<file path="config.mk">
export PLATFORM = sky130hd
export DESIGN_NAME = act_out_pack
export DESIGN_NICKNAME = d
export VERILOG_FILES = /design/src/rtl/act_out_pack.sv
export SDC_FILE = /design/constraint.sdc
export NUM_CORES = 1
export LEC_CHECK = 0
export BUFFER_PORTS_ARGS = -buffer_cell sky130_fd_sc_hd__buf_4
export CAP_MARGIN = 10
export CORE_ASPECT_RATIO = 0.75
export CORE_MARGIN = 2
export CORE_UTILIZATION = 43
export DETAILED_ROUTE_END_ITERATION = 10
export SYNTH_ARGS = -nofsm -noshare
export SYNTH_HDL_FRONTEND = slang
export SYNTH_SLANG_ARGS = --single-unit
</file>
<file path="constraint.sdc">
create_clock -name clk -period 5.2 [get_ports clk]
set_clock_uncertainty 0.05 [all_clocks]
set_input_delay 0.52 -clock clk [delete_from_list [all_inputs] [get_ports clk]]
set_output_delay 0.52 -clock clk [all_outputs]
set_load 0.02 [all_outputs]
</file>
<file path="src/rtl/act_out_pack.sv">
// Activation output packer: gathers int8 samples into LANES-wide words and
// queues them in a small first-word-fall-through FIFO for the consumer.
//
// Handshake: a word leaves the FIFO on any rising edge where out_vld and
// out_rdy are both 1. out_vld depends only on FIFO occupancy, never on
// out_rdy. The head word stays stable while out_vld=1 and out_rdy=0. The
// input side has no backpressure: every in_vld cycle is consumed.
module act_out_pack #(
  parameter int LANES = 8,
  parameter int DEPTH = 4
) (
  input  logic                     clk,
  input  logic                     rst_n,
  input  logic                     in_vld,
  input  logic [7:0]               in_data,
  input  logic                     flush,
  output logic                     out_vld,
  input  logic                     out_rdy,
  output logic [8*LANES-1:0]       out_data,
  output logic [4:0]               out_nlanes,
  output logic [$clog2(DEPTH):0]   fifo_cnt,
  output logic                     ovf,
  input  logic                     ovf_clr
);

  localparam int LW = (LANES > 1) ? $clog2(LANES) : 1;
  localparam int PW = $clog2(DEPTH);
  localparam int WW = 8 * LANES;

  logic [LW-1:0]  lcnt;
  logic [WW-1:0]  asm_q;
  logic [WW-1:0]  word_next;
  logic [4:0]     n_eff;
  logic           full_push;
  logic           flush_push;
  logic           push;
  logic           pop;
  logic           wr_en;
  logic           drop;

  logic [WW-1:0]  mem_data [DEPTH];
  logic [4:0]     mem_n    [DEPTH];
  logic [PW-1:0]  wr_ptr;
  logic [PW-1:0]  rd_ptr;
  logic [PW:0]    cnt;

  // Assembly word including this cycle's sample, plus push decisions.
  always_comb begin
    word_next = asm_q;
    for (int k = 0; k < LANES; k++) begin
      if (in_vld && (lcnt == LW'(k))) word_next[8*k +: 8] = in_data;
    end
    // Lanes holding real data if the word were closed at this edge;
    // equals LANES exactly when the last lane is being written.
    n_eff      = 5'(lcnt) + 5'(in_vld);
    full_push  = in_vld && (lcnt == LW'(LANES - 1));
    flush_push = flush && (n_eff != 5'd0);
    push       = full_push || flush_push;
    pop        = out_vld && out_rdy;
    // A full FIFO still accepts a word when the head leaves at the same edge.
    wr_en      = push && ((cnt != (PW+1)'(DEPTH)) || pop);
    drop       = push && !wr_en;
  end

  // Lane counter and assembly register; cleared on every push, dropped or not.
  always_ff @(posedge clk or negedge rst_n) begin
    if (!rst_n) begin
      lcnt  <= '0;
      asm_q <= '0;
    end else if (push) begin
      lcnt  <= '0;
      asm_q <= '0;
    end else if (in_vld) begin
      lcnt  <= lcnt + LW'(1);
      asm_q <= word_next;
    end
  end

  // FIFO storage; contents are only observed through the gated head below.
  always_ff @(posedge clk) begin
    if (wr_en) begin
      mem_data[wr_ptr] <= word_next;
      mem_n[wr_ptr]    <= n_eff;
    end
  end

  // FIFO pointers and occupancy; pointers wrap naturally at DEPTH.
  always_ff @(posedge clk or negedge rst_n) begin
    if (!rst_n) begin
      wr_ptr <= '0;
      rd_ptr <= '0;
      cnt    <= '0;
    end else begin
      if (wr_en) wr_ptr <= wr_ptr + PW'(1);
      if (pop)   rd_ptr <= rd_ptr + PW'(1);
      case ({wr_en, pop})
        2'b10:   cnt <= cnt + (PW+1)'(1);
        2'b01:   cnt <= cnt - (PW+1)'(1);
        default: cnt <= cnt;
      endcase
    end
  end

  // Sticky overflow; a drop in the same cycle as a clear keeps it set.
  always_ff @(posedge clk or negedge rst_n) begin
    if (!rst_n)       ovf <= 1'b0;
    else if (drop)    ovf <= 1'b1;
    else if (ovf_clr) ovf <= 1'b0;
  end

  // Head presentation; zeroed while empty so reset shows all-zero outputs.
  always_comb begin
    out_vld    = (cnt != '0);
    fifo_cnt   = cnt;
    out_data   = out_vld ? mem_data[rd_ptr] : '0;
    out_nlanes = out_vld ? mem_n[rd_ptr]    : 5'd0;
  end

endmodule

</file>
# Yosys cells after proc, flatten, opt, wreduce, memory -nomap -nowiden
# Memories as Yosys holds them, arrays and structs flattened.
# Cells that the tools add are included.
classes:
  n_addsub: 6
  reduce_logical: 21
  n_eq_ne: 10
  mux: 19
ops:
  columns: ["operator", "count"]
  rows:
  - ["2-to-1 mux 64 bit", 3]
  - ["2-to-1 mux 8 bit", 8]
  - ["equality test 3 bit (second input constant)", 4]
  - ["logical AND 1 bit", 12]
  - ["adder 3 x 1 -> 3 bit (second input constant)", 2]
  - ["equality test 3 x 2 -> 1 bit (second input constant)", 2]
  - ["2-to-1 mux 3 bit", 2]
  - ["case mux 3 bit (2 select lines)", 1]
  - ["nonzero test 2 bit", 3]
  - ["2-to-1 mux 5 bit", 1]
  - ["nonzero test 5 bit", 1]
  - ["adder 2 x 1 -> 2 bit (second input constant)", 2]
  - ["adder 3 x 1 -> 4 bit", 1]
  - ["2-to-1 mux 1 bit", 4]
  - ["equality test 3 x 1 -> 1 bit (second input constant)", 1]
  - ["logical NOT 3 bit", 1]
  - ["inequality test 3 bit (second input constant)", 1]
  - ["nonzero test 3 bit", 1]
  - ["subtractor 3 x 1 -> 3 bit (second input constant)", 1]
  - ["equality test 2 x 1 -> 1 bit (second input constant)", 1]
  - ["equality test 2 bit (second input constant)", 1]
  - ["logical OR 1 bit", 2]
  - ["logical NOT 1 bit", 1]
totals:
  mem_bits_rw: 272
  elab_cells: 64
  output_inout_bits: 74
  regBits: 75
  n_memories: 2
memory_table:
  columns: ["name", "depth", "word_bits", "rd", "rd_clocked_by_memory_dff", "write_ports", "line", "text"]
  rows:
  - ["mem_data", 4, 64, 1, 0, 1, "41", "logic [WW-1:0] mem_data [DEPTH];"]
  - ["mem_n", 4, 4, 1, 0, 1, "42", "logic [4:0] mem_n [DEPTH];"]

# Longest topological paths before layout
logic_depth:
  depth_word: 8
  ltp_mapped: 11
  ltp_nobuf: 10

# Worst setup path after synthesis
# No wires, ideal clock.
synth_path:
  path_type: "input to register"
  from: "input port in_vld"
  to: "memory mem_data[0][0] (netlist name) (enable)"
  arrival_ps: 3109
  cell_stages: 7
  setup_slack_ps: 1607
  n_path_buf: 1
  required_time_ps: 4716
  cell_sequence: "ha_1 ha_1 o21ai_0 nand2_1 or2_1 buf_6 and3_1"
synth_via:
  elab_chain_cells: 7
  word_cells_on_any_way: 8
synth_rtl:
  columns: ["element", "line", "text"]
  rows:
  - ["start, declared", "14", "input logic in_vld,"]
  - ["adder 3 x 1 -> 4 bit", "55", "n_eff = 5'(lcnt) + 5'(in_vld);"]
  - ["via n_eff[1]", "33", "logic [4:0] n_eff;"]
  - ["nonzero test 5 bit", "57", "flush_push = flush && (n_eff != 5'd0);"]
  - ["logical AND 1 bit", "57", null]
  - ["logical OR 1 bit", "58", "push = full_push || flush_push;"]
  - ["logical AND 1 bit", "61", "wr_en = push && ((cnt != (PW+1)'(DEPTH)) || pop);"]
  - ["2-to-1 mux 1 bit", "81", "if (wr_en) begin"]
  - ["2-to-1 mux 1 bit (implied by the code)", "82", "mem_data[wr_ptr] <= word_next;"]
  - ["end, declared", "41", null]
# The timed path passes the listed nets, and every way through them passes these cells.

# Final worst setup path
layout_path:
  from: "register rd_ptr[0]"
  to: "output port out_data[62]"
layout_via:
  elab_chain_cells: 2
layout_rtl:
  columns: ["element", "line", "text"]
  rows:
  - ["start, declared", "44", "logic [PW-1:0] rd_ptr;"]
  - ["start signal, assigned", "95", "if (pop) rd_ptr <= rd_ptr + PW'(1);"]
  - ["memory read (4 x 64 bit)", null, null]
  - ["2-to-1 mux 64 bit", "115", "out_data = out_vld ? mem_data[rd_ptr] : '0;"]
  - ["end, declared", "19", "output logic [8*LANES-1:0] out_data,"]
# Every way passes these cells.

==> qor.csv <==
stage,metric,value,unit
grt,largest net degree at the start of global routing,69,
flow_run,Max Cap Viol,0,
outcome,status,completed,
sta,period utilization,67.4,%
floorplan,Die X,211,µm
grt,first-pass GRT wire length,44.3,mm
sta,Max-slew headroom,24.3,%
synthesis,Synth Area per Inst,19.3,µm²
place,# port buffers,86,
layout,layout cells sized above 1,35.0,%
power_and_ir_drop,Pleak,6.03,nW
synthesis,Synth top area share,58.9,%
cts,H-tree depth,2,
grt,initial antenna violation count,0,
route,Via Count,6764,
synthesis,Syn Nets,747,
grt,vias in the first global route,7432,
setup_path,Critical Path AT,2.94,ns
synthesis,Post-synth ARST share,21.6,%
synthesis,dominant synthesized flop cell,edfxtp_1,
sta,Peak Freq,285,MHz
cts,Post-CTS Resized,0,
setup_path,crit path max fanout,40,
synthesis,Synth Register Bits,347,
power_and_ir_drop,Max IR drop VDD,322,µV
route,Via-to-Cell Ratio,5.39,
cts,"Clk Latency, worst-skew pair",0.52,ns
sta,"Hold Vio Cnt, Final",0,
min_path,Hold Crit Class,input pin to flop,
layout,post-route cell area,0.0161,mm²
cts,CTS root buf,clkbuf_16,
sta,Max Slew Vio Count,0,
setup_path,CP Class,flop to output port,
floorplan,IO Count,88,
power_and_ir_drop,total power,10.1,mW
floorplan,Site Rows,56,
sta,final setup TNS,0,ns
synthesis,Yosys warning count,0,
route,Avg WL per Cell,23.1,µm
power_and_ir_drop,PD cells,631,mW/mm²
sta,actual slew at the worst max-slew pin,1.14,ns
layout,fin nets,847,
synthesis,Post-synth EDFFs,272,
floorplan,Die Y,160,µm
cts,TritonCTS Buffers,36,
sta,fin crit period,3.51,ns
cts,TritonCTS Sinks,347,
cts,TritonCTS clock tree,yes,
place,Post-DP Area,0.0149,mm²
floorplan,Initial Utilization,44.0,%
route,Final ANT Viol Nets,0,
synthesis,Yosys cell types,37,
place,Final GP Congestion,0.737,
grt,GR Util All Layers,17.7,%
cts,Post CTS Setup Buffer Count,0,
setup_path,Worst R2R Setup Slack,1.88,ns
route,final WL,29.0,mm
synthesis,synth top area cells,"edfxtp_1, dfrtp_1, mux4_2",
sta,Setup-failing EPs final,0,
layout,Layout area overhead,15.9,%
setup_path,Reg2Reg Depth,7,
route,Initial DRC Count,520,
synthesis,post-synthesis sequential area ratio,72.4,%
cts,clock buffer depth,3,
min_path,hold depth,2,
setup_path,CP Data Required Time,4.63,ns
route,First-pass DRT Iterations,4,
place,Detailed Place HPWL,16.1,mm
grt,gr ovfl total,0,
route,drt drc,0,
synthesis,Mapped Area,0.0139,mm²
floorplan,core area,0.0315,mm²
synthesis,Synth area leader,edfxtp_1,
synthesis,Mapped Cells,720,
setup_path,critical path capture point type,output port,
sta,RSZ-0062 raised after global routing,no,
setup_path,crit path launch type,flop,
floorplan,total die area,0.0337,mm²
cts,"CTS clk-pin slew, worst paths",0.06,ns
==> placed cells by master (no fill, tap or decap), types with 2 or more instances in the layout <==
cell	n
buf_4	97
inv_6	3
clkinv_2	4
inv_1	8
ha_1	12
o21ai_0	2
mux4_2	68
clkbuf_1	10
dfrtp_1	73
xor2_1	2
nand2_1	7
nor2_1	4
edfxtp_1	272
and3_2	4
and2_1	133
nand2_2	4
clkinv_1	9
mux2_2	64
bufinv_16	2
clkbuf_16	37
nand3_2	4
xnor2_1	5
==> critical path: stages (launching register included) <==
cell,delay (ns)
dfrtp_4,0.99
buf_4,0.50
mux4_2,0.57
and2_1,0.18
buf_4,0.15
==> cells in the mapped netlist (all sizes together), types with 2 or more instances <==
master and instances:
edfxtp 272, and2 133, dfrtp 75, mux4 68, mux2 65, buf 20, clkbuf 16, ha 12
nand2 12, inv 8, and3 5, nor2 5, xnor2 5, nand3 4, o21ai 4, o22ai 2
xor2 2
==> power by group <==
part | switching (mW) | internal [mW]
sequential | 0.278 | 3.81
combinational | 2.00 | 1.61
clock | 1.02 | 1.43
total | 3.30 | 6.84
==> cell families after synthesis <==
family,after synthesis,share of synthesized area (%)
mux,134,16.4
other cells,1,0.0270
flops,347,72.4
compound gates,11,0.613
xor+xnor,7,0.442
buf+inv,44,1.55
simple gates,163,7.31
fa+ha+maj,13,1.23
==> cell type report <==
class	count	area, µm²
Antenna cell	1	2.50
Clock buffer	48	977
Clock inverter	18	140
Fill cell	2585	15500
Inverter	8	30.0
Multi-Input combinational cell	329	3630
Sequential cell	347	10000
Tap cell	406	508
Timing Repair Buffer	98	738
==> routing by layer <==
layer  vias up  share of wire (%)  GRT usage, %  wire length [µm]
met4         0                2.2          4.93               644
met2       156                 47          28.3             13700
met3        52                5.0          3.71              1450
li1       2944                  -             -                 -
met1      3612                 45          24.6             13200
met5         -                  0             0                 0
==> worst paths after layout <==
path	end	from
hold reg to reg	asm_q[58]	asm_q[58]
setup reg to reg	mem_data[2][50]	lcnt[0]
hold / removal	ovf	ovf_clr
setup / recovery	out_data[62]	rd_ptr[0]
min in group asynchronous	asm_q[39]	rst_n
max in group asynchronous	asm_q[8]	rst_n
==> flip-flops by register name, indices dropped and copies added, names as in the netlist <==
name	flops
mem_data	256
asm_q	64
mem_n	16
fifo_cnt	3
lcnt	3
rd_ptr	2
wr_ptr	2
ovf	1
==> metrics by stage <==
stage,setup WS [ns],utilization [%],instances,hold slack (ns)
global placement,1.72,47.4,1187,0.413
finish,1.69,51.0,1255,0.152
floorplan,1.61,-,720,0.174
CTS,1.54,51.0,1254,0.130
detailed placement,1.65,47.4,1187,0.417
global route,1.45,51.0,1254,0.136
==> timing repair <==
item,in CTS,in global routing
endpoints found under the hold margin,27,0
hold buffers,1,0
endpoints found under the setup margin,0,0
(Power assumes the default switching activity.)
